File: config.mk
export PLATFORM = sky130hd
export DESIGN_NAME = fifo_err_mgr
export DESIGN_NICKNAME = d
export VERILOG_FILES = /design/src/rtl/fifo_err_mgr.sv
export SDC_FILE = /design/constraint.sdc
export NUM_CORES = 1
export LEC_CHECK = 0
export ABC_AREA = 1
export BUFFER_PORTS_ARGS = -buffer_cell sky130_fd_sc_hd__buf_2
export CAP_MARGIN = 40
export CELL_PAD_IN_SITES_DETAIL_PLACEMENT = 0
export CELL_PAD_IN_SITES_GLOBAL_PLACEMENT = 1
export CORE_MARGIN = 4
export CORE_UTILIZATION = 38
export CTS_CLUSTER_SIZE = 16
export DETAILED_ROUTE_END_ITERATION = 12
export GPL_TIMING_DRIVEN = 0
export PLACE_DENSITY_LB_ADDON = 0.1
export SETUP_SLACK_MARGIN = 0.4
export SYNTH_ARGS = -nofsm -noshare
export SYNTH_HDL_FRONTEND = slang
export SYNTH_SLANG_ARGS = --single-unit
File: constraint.sdc
create_clock -name Clock -period 1.7 [get_ports Clock]
set_input_delay 0.34 -clock Clock [delete_from_list [all_inputs] [get_ports Clock]]
set_output_delay 0.34 -clock Clock [all_outputs]
set_load 0.05 [all_outputs]
File: src/rtl/fifo_err_mgr.sv
`timescale 1ns/1ps
`default_nettype none
// ============================================================================
// Module   : fifo_err_mgr
// Brief    : FIFO error management. Registers the safety monitor's per-source
//            error bits and separates transient from permanent faults with an
//            OK / SUSPECT / FAULT state machine. Keeps sticky, first-error and
//            saturating error-cycle status. Status is cleared by a req/ack
//            handshake.
// Revision : 1.0 - initial release
// ============================================================================
module fifo_err_mgr #(
    parameter int NUM_SRC        = 4,
    parameter int CNT_WIDTH      = 8,
    parameter int PERSIST_CYCLES = 4,
    parameter int RECOVER_CYCLES = 16
) (
    input  logic                 Clock,
    input  logic                 Reset,
    input  logic                 Enable,
    input  logic [NUM_SRC-1:0]   ErrIn,
    input  logic                 ClearReq,
    output logic                 ClearAck,
    output logic [1:0]           State,
    output logic                 Warn,
    output logic                 Alarm,
    output logic [NUM_SRC-1:0]   StickyErr,
    output logic [NUM_SRC-1:0]   FirstErr,
    output logic [CNT_WIDTH-1:0] ErrCount
);

    // Counter widths are sized so each counter can reach its own threshold.
    localparam int c_RUN_W   = $clog2(PERSIST_CYCLES + 1);
    localparam int c_CLEAN_W = $clog2(RECOVER_CYCLES + 1);

    localparam logic [c_RUN_W-1:0]   c_PERSIST = c_RUN_W'(PERSIST_CYCLES);
    localparam logic [c_CLEAN_W-1:0] c_RECOVER = c_CLEAN_W'(RECOVER_CYCLES);
    localparam logic [CNT_WIDTH-1:0] c_CNT_MAX = '1;

    typedef enum logic [1:0] {
        ST_OK      = 2'd0,
        ST_SUSPECT = 2'd1,
        ST_FAULT   = 2'd2
    } state_t;

    logic [NUM_SRC-1:0]   r_err_q;
    logic                 w_any_q;
    state_t               r_state;
    state_t               w_state_nxt;
    logic [c_RUN_W-1:0]   r_run;
    logic [c_RUN_W-1:0]   w_run_nxt;
    logic [c_RUN_W-1:0]   w_run_inc;
    logic [c_CLEAN_W-1:0] r_clean;
    logic [c_CLEAN_W-1:0] w_clean_nxt;
    logic [c_CLEAN_W-1:0] w_clean_inc;
    logic                 r_armed;
    logic                 r_ack;
    logic                 w_clear_take;
    logic                 r_warn;
    logic                 r_alarm;
    logic [NUM_SRC-1:0]   r_sticky;
    logic [NUM_SRC-1:0]   r_first;
    logic [CNT_WIDTH-1:0] r_count;

    assign w_any_q      = |r_err_q;
    assign w_run_inc    = r_run + c_RUN_W'(1);
    assign w_clean_inc  = r_clean + c_CLEAN_W'(1);
    // A clear is taken once per request: the ack cycle and the disarmed
    // period both block a held request from being taken again.
    assign w_clear_take = ClearReq & ~r_ack & r_armed;

    // Input register: all decisions are made on the registered error bits.
    always_ff @(posedge Clock) begin
        if (Reset) begin
            r_err_q <= '0;
        end else begin
            r_err_q <= Enable ? ErrIn : '0;
        end
    end

    // Next-state and run/clean counter logic; a clear overrides this cycle's errors.
    always_comb begin
        w_state_nxt = r_state;
        w_run_nxt   = r_run;
        w_clean_nxt = r_clean;
        if (w_clear_take) begin
            w_state_nxt = ST_OK;
            w_run_nxt   = '0;
            w_clean_nxt = '0;
        end else begin
            case (r_state)
                ST_OK: begin
                    if (w_any_q) begin
                        if (PERSIST_CYCLES == 1) begin
                            w_state_nxt = ST_FAULT;
                        end else begin
                            w_state_nxt = ST_SUSPECT;
                            w_run_nxt   = c_RUN_W'(1);
                            w_clean_nxt = '0;
                        end
                    end
                end
                ST_SUSPECT: begin
                    if (w_any_q) begin
                        w_run_nxt   = w_run_inc;
                        w_clean_nxt = '0;
                        if (w_run_inc == c_PERSIST) begin
                            w_state_nxt = ST_FAULT;
                        end
                    end else begin
                        w_run_nxt   = '0;
                        w_clean_nxt = w_clean_inc;
                        if (w_clean_inc == c_RECOVER) begin
                            w_state_nxt = ST_OK;
                        end
                    end
                end
                default: begin
                    // FAULT is absorbing; only a clear or reset leaves it.
                end
            endcase
        end
    end

    // State register with registered Warn/Alarm decodes of the next state.
    always_ff @(posedge Clock) begin
        if (Reset) begin
            r_state <= ST_OK;
            r_run   <= '0;
            r_clean <= '0;
            r_warn  <= 1'b0;
            r_alarm <= 1'b0;
        end else begin
            r_state <= w_state_nxt;
            r_run   <= w_run_nxt;
            r_clean <= w_clean_nxt;
            r_warn  <= (w_state_nxt == ST_SUSPECT);
            r_alarm <= (w_state_nxt == ST_FAULT);
        end
    end

    // Clear handshake: one-cycle ack, re-armed once the request is seen low.
    always_ff @(posedge Clock) begin
        if (Reset) begin
            r_ack   <= 1'b0;
            r_armed <= 1'b1;
        end else begin
            r_ack <= w_clear_take;
            if (w_clear_take) begin
                r_armed <= 1'b0;
            end else if (!ClearReq) begin
                r_armed <= 1'b1;
            end
        end
    end

    // Status capture: sticky OR, first-error snapshot, saturating error count.
    always_ff @(posedge Clock) begin
        if (Reset || w_clear_take) begin
            r_sticky <= '0;
            r_first  <= '0;
            r_count  <= '0;
        end else if (w_any_q) begin
            r_sticky <= r_sticky | r_err_q;
            if (r_first == '0) begin
                r_first <= r_err_q;
            end
            if (r_count != c_CNT_MAX) begin
                r_count <= r_count + CNT_WIDTH'(1);
            end
        end
    end

    assign State     = r_state;
    assign Warn      = r_warn;
    assign Alarm     = r_alarm;
    assign ClearAck  = r_ack;
    assign StickyErr = r_sticky;
    assign FirstErr  = r_first;
    assign ErrCount  = r_count;

endmodule
`default_nettype wire

Word-level counts from Yosys, hierarchy flattened

Cells that the tools add are included.

Bitwise operators: 5
Add/subtract/negate cells: 3
Reduce and logical (&&, ||, !) cells: 10
Muxes and demuxes: 14
Equality and inequality tests: 8

Operators with widths:

| cell                                                  | count |
|---|---|
| 2-to-1 mux 2 bit                                      | 5 |
| 2-to-1 mux 5 bit                                      | 2 |
| one-hot mux 5 bit (2 select lines)                    | 1 |
| adder 8 x 1 -> 8 bit, second input constant           | 1 |
| inequality test 8 bit, second input constant          | 1 |
| 2-to-1 mux 3 bit                                      | 2 |
| one-hot mux 3 bit (2 select lines)                    | 1 |
| AND reduction 2 bit                                   | 3 |
| adder 5 x 1 -> 5 bit, second input constant           | 1 |
| equality test 5 bit, second input constant            | 1 |
| equality test 2 x 1 -> 1 bit, second input constant   | 2 |
| zero test 4 bit                                       | 1 |
| OR 4 bit                                              | 1 |
| one-hot mux 2 bit (2 select lines)                    | 1 |
| OR reduction 2 bit                                    | 2 |
| OR reduction 4 bit                                    | 1 |
| adder 3 x 1 -> 3 bit, second input constant           | 1 |
| equality test 3 bit, second input constant            | 1 |
| AND 1 bit                                             | 2 |
| equality test 2 bit, second input constant            | 1 |
| zero test 2 bit                                       | 1 |
| 2-to-1 mux 1 bit                                      | 2 |
| inequality test 2 x 1 -> 1 bit, second input constant | 1 |
| inequality test 2 bit, second input constant          | 1 |
| other kinds (3)                                       | 4 |

Register bits: 34
Output and inout bits: 21
Word-level logic and storage cells: 51

Logic depth before layout (Yosys ltp)

Depth in word-level cells: 7
Depth in mapped cells: 9
Depth with buffers taken out: 9

Worst setup path before layout

No wires, ideal clock.

Kind: register to register
Start point: register r_count[0] (netlist: ErrCount[0])
End point: register r_count[1] (netlist: ErrCount[1])
Data arrival time: 1.696 ns
Library setup time: 0.116 ns
Path slack: -0.112 ns
Clock period less this slack: 1.812 ns
Stages on the path, launching flop included: 9
Cells stage by stage: dfxtp_1 -> ha_1 -> nand2_2 -> nor3_4 -> nand3_2 -> nand2_4 -> inv_4 -> nor2_1 -> nor2_1

Word-level cells in the longest chain between the ends: 2
Elaborated cells on any way between the ends: 3
Those cells by class: add/sub: 1; eq/ne: 1; reduce/logical: 1

RTL lines:

| item                                                                         | line | source |
|---|---|---|
| start: declaration                                                           | 63   | `logic [CNT_WIDTH-1:0] r_count;` |
| start signal: assignment                                                     | 169  | `r_count <= r_count + CNT_WIDTH'(1);` |
| parallel branches: the longest is 2 deep, another holds adder 8 x 1 -> 8 bit | -    |  |

Parallel ways; which one is timed is not known.
A chain may end at the register's enable or synchronous reset.

Worst setup path after layout

Start point: register r_count[1] (netlist: ErrCount[1])
End point: register r_count[0] (netlist: ErrCount[0])

Word-level cells in the longest chain between the ends: 2

RTL lines:

| item                                 | line | source |
|---|---|---|
| inequality test 8 bit                | 168  | `if (r_count != c_CNT_MAX) begin` |
| AND reduction 2 bit (no source line) | -    |  |

No other way between the ends.

==> metrics.md <==
| Metric | Value |
|---|---|
| R2r startpoint | ErrCount[1] |
| Global placer's final weighted congestion | slightly above 0.8 |
| Die X | 69.5 um |
| Global-route wire length before repair | roughly 5500 um |
| Worst Setup Start Kind | register |
| GRT Total Usage | approximately 14% |
| WS Path Type | register to register |
| Mapped Nets | ~200 |
| Number of setup violations in the final report | 0 |
| Area of the multi-input gates | about 760 um^2 |
| Synth Register Bits | 34 |
| Post-synth EDFFs | 0 |
| Drt drc | 0 |
| GRT overflow | 0 |
| Clk Latency, worst-skew pair | roughly 0.28 ns |
| Final slew viol count | 0 |
| Synthesized area per cell | approximately 7.6 um^2 |
| Leading area contributor after synthesis | dfxtp_1 |
| H-tree lvl count | 2 |
| Routed WL per cell | roughly 11 um |
| Unrepaired setup endpoints after global routing | yes |
| Clk slew on worst S/H paths | roughly 0.07 ns |
| Synth-to-Final Area Change | 41.3% |
| Final period utilization | about 75% |
| Power density over the cells | around 900 mW/mm^2 |
| Sw Ratio | around 28% |
| Pwr Total | between 1.5 and 2 mW |
| Beginning of the worst hold path | ClearReq |
| Compound-Gate Fraction of Synth Area | 7.84% |
| Fin cells | between 200 and 300 |
| Cells on worst reg2reg path | 8 |
| Most frequent cell after synthesis | nand2_1 |
| Chip Height | between 60 and 70 um |
| CP Data Arrival Time | roughly 1.5 ns |
| Cells after synthesis | approximately 190 |
| Vias | roughly 1400 |
| Slack of the worst reg-to-reg path | 0.43 ns |
| Register share of total power | between 40% and 50% |
| Register area share after synthesis | a little under half |
| CP Max Fanout | 7 |
| Clock Skew | 0.00388 ns |
| CTS sink cnt | 34 |
| Xor and xnor fraction of the mapped netlist area | between 2 and 2.5% |
| Endpoint, Worst Hold | r_armed |
| Final Hold Fails | 0 |
| Share of the synthesized area in the top cell type | 47.4% |
| Share of cells above drive strength 1 | between 40% and 50% |
| I/O pin cnt | 29 |
| Initial core utilization | 39.2% |
| Synth Warn # | 0 |
| Initial antenna violation count | 0 |
| Max-cap violation count | 0 |
| Rows | 22 |
| Synth area leaders | dfxtp_1, nand2_1, nor2_1 |
| Mux contribution to synthesized area | 0% |
| Fill cells | approximately 340 |
| Clock Tree Buf Depth | 2 |
| Adder-Cell Fraction of Synth Area | 3.48% |
| Post-DP HPWL | 2230 um |
| Antenna Nets Post-Route | 0 |
| Post-route core utilization | between 50% and 60% |
| VDD IR max | 0.000531 V |
| Required @ worst endpoint | 1.88 ns |
| Async SR Flop Fraction | 0% |
| Synth Area in Simple Gates | between 30% and 40% |
| 1st-iter DRT viols | 41 |
| Max Freq | around 780 MHz |
| Final wirelength | between 3000 and 4000 um |
| Num CTS Buffers | 5 |
| Cell Int Power | approximately 1.3 mW |
| Most instantiated cells after synthesis | nand2_1, dfxtp_1, nor2_1 |
| Placed insts | 265 |
| Largest net degree at the start of global routing | 13 |
| Switching pwr | 498 uW |
| Crit Reg-Reg Endpoint | ErrCount[0] |
| Ant. Diodes | 0 |
| CTS root buf | clkbuf_8 |
| Worst Hold Class | input port to register |
| Final net count | about 250 |
| CTS tree | built |
| Vias in the first global route | roughly 1300 |
| Number of vias per cell | 4.69 |
| Die Area | roughly 0.0048 mm^2 |
| Worst setup EP type | register |
| Worst hold stages | 2 |
| TritonRoute pass-1 iters | 4 |
| Outcome | complete, no violations |
| Largest family of logic cells by synthesized area | simple AND/OR/NAND/NOR gates |
| Synth cell types | 24 |
| Post-Synthesis Cell Area | between 0.001 and 0.0015 mm^2 |
| Port bufs | 28 |
| Total negative slack | 0 ns |
| Core area | 0.00366 mm^2 |
| Clock power share | a little under two fifths |
| Least-Margin Pin Slew | about 0.35 ns |
| Comb pwr share | between 10% and 20% |
| Post-layout minimum cycle time | 1.27 ns |
| Pleak | approximately 0.9 nW |
| Register Area | 719 um^2 |
| Slew margin rel. | between 70% and 80% |
| Most used DFF post-synth | dfxtp_1 |
-- worst max-delay path by stage --
| stage | cells past startpoint | end | start |
|---|---|---|---|
| after floorplan | 8 | ErrCount[1] | ErrCount[0] |
| after global placement | 7 | FirstErr[1] | ClearReq |
| after detailed placement | 7 | ErrCount[7] | ClearReq |
| after CTS | 9 | Alarm | r_run[1] |
| after global routing | 9 | ErrCount[0] | ErrCount[1] |
| final | 8 | ErrCount[0] | ErrCount[1] |
-- metal layers --
layer / vias to the layer above / track usage, % / routed length, um
met2: 26 / 24.5 / 1670
met4: 0 / 4.56 / 21
met3: 5 / 5.07 / 158
met5: - / 0 / 0
met1: 616 / 15.3 / 1430
li1: 707 / - / -
-- power groups by stage --
stage                     Sequential [mW]  Clock, mW  Combinational [mW]
final                               0.838      0.684               0.260
after CTS                           0.839      0.713               0.223
after floorplan                     0.915          0              0.0968
after global routing                0.841      0.753               0.288
after global placement              0.856          0               0.207
after detailed placement            0.857          0               0.209
-- layout by cell type, fill, tap and decap left out, types with 5 or more instances in the layout --
cell / netlist / final
nand3_1: 18 / 16
nor2_1: 34 / 27
buf_4: 0 / 19
dfxtp_4: 0 / 7
clkbuf_8: 1 / 5
buf_2: 1 / 25
dfxtp_1: 34 / 17
nand2_2: 2 / 9
a21oi_1: 18 / 16
nor2_2: 0 / 5
nand2_1: 38 / 30
inv_1: 19 / 18
dfxtp_2: 0 / 10
-- registers in the layout, summed over array words and instances (netlist names) --
| name | cells |
|---|---|
| Alarm | 1 |
| FirstErr | 4 |
| r_err_q | 4 |
| ErrCount | 8 |
| r_armed | 1 |
| r_clean | 5 |
| StickyErr | 4 |
| r_run | 3 |
| Warn | 1 |
| ClearAck | 1 |
| State | 2 |
-- area by class of cell --
class                           instances  area share, %
Buffer                                  2           1.11
Tap cell                               48           2.96
Multi-Input combinational cell        132           37.4
Timing Repair Buffer                   44           13.4
Clock inverter                          2          0.617
Inverter                               21           4.44
Clock buffer                            6           4.62
Sequential cell                        34           35.4
-- per-stage QoR --
step                      worst slack [ns]  hold slack [ns]  instance area, um^2
after floorplan                      0.316            0.403                 1480
after global placement              0.0841            0.434                 1680
after detailed placement             0.107            0.445                 1680
after CTS                            0.400            0.244                 1870
after global routing                 0.308            0.242                 2030
final                                0.425            0.258                 2030
-- cells by family after synthesis --
family                   after synthesis
AO/OA/AOI/OAI                         22
XOR/XNOR                               4
adder cells (fa/ha/maj)                4
buffers and inverters                 23
flip-flops                            34
AND/OR/NAND/NOR                      102
-- critical path: stages, from the launching register on --
cell	delay, ns
dfxtp_4	0.38
ha_4	0.15
nand2_4	0.05
nor3_4	0.13
nand3_2	0.13
nand2_4	0.16
inv_6	0.06
nor2_1	0.08
nor2_1	0.04
-- repair_timing --
item                                    CTS  global route
pin swaps                                 9            15
hold buffers                              0             0
setup buffers                             6            10
endpoints found under the setup margin   24            29
gates resized for setup                  16            27
No activity file was read; power rests on OpenSTA's default activity.
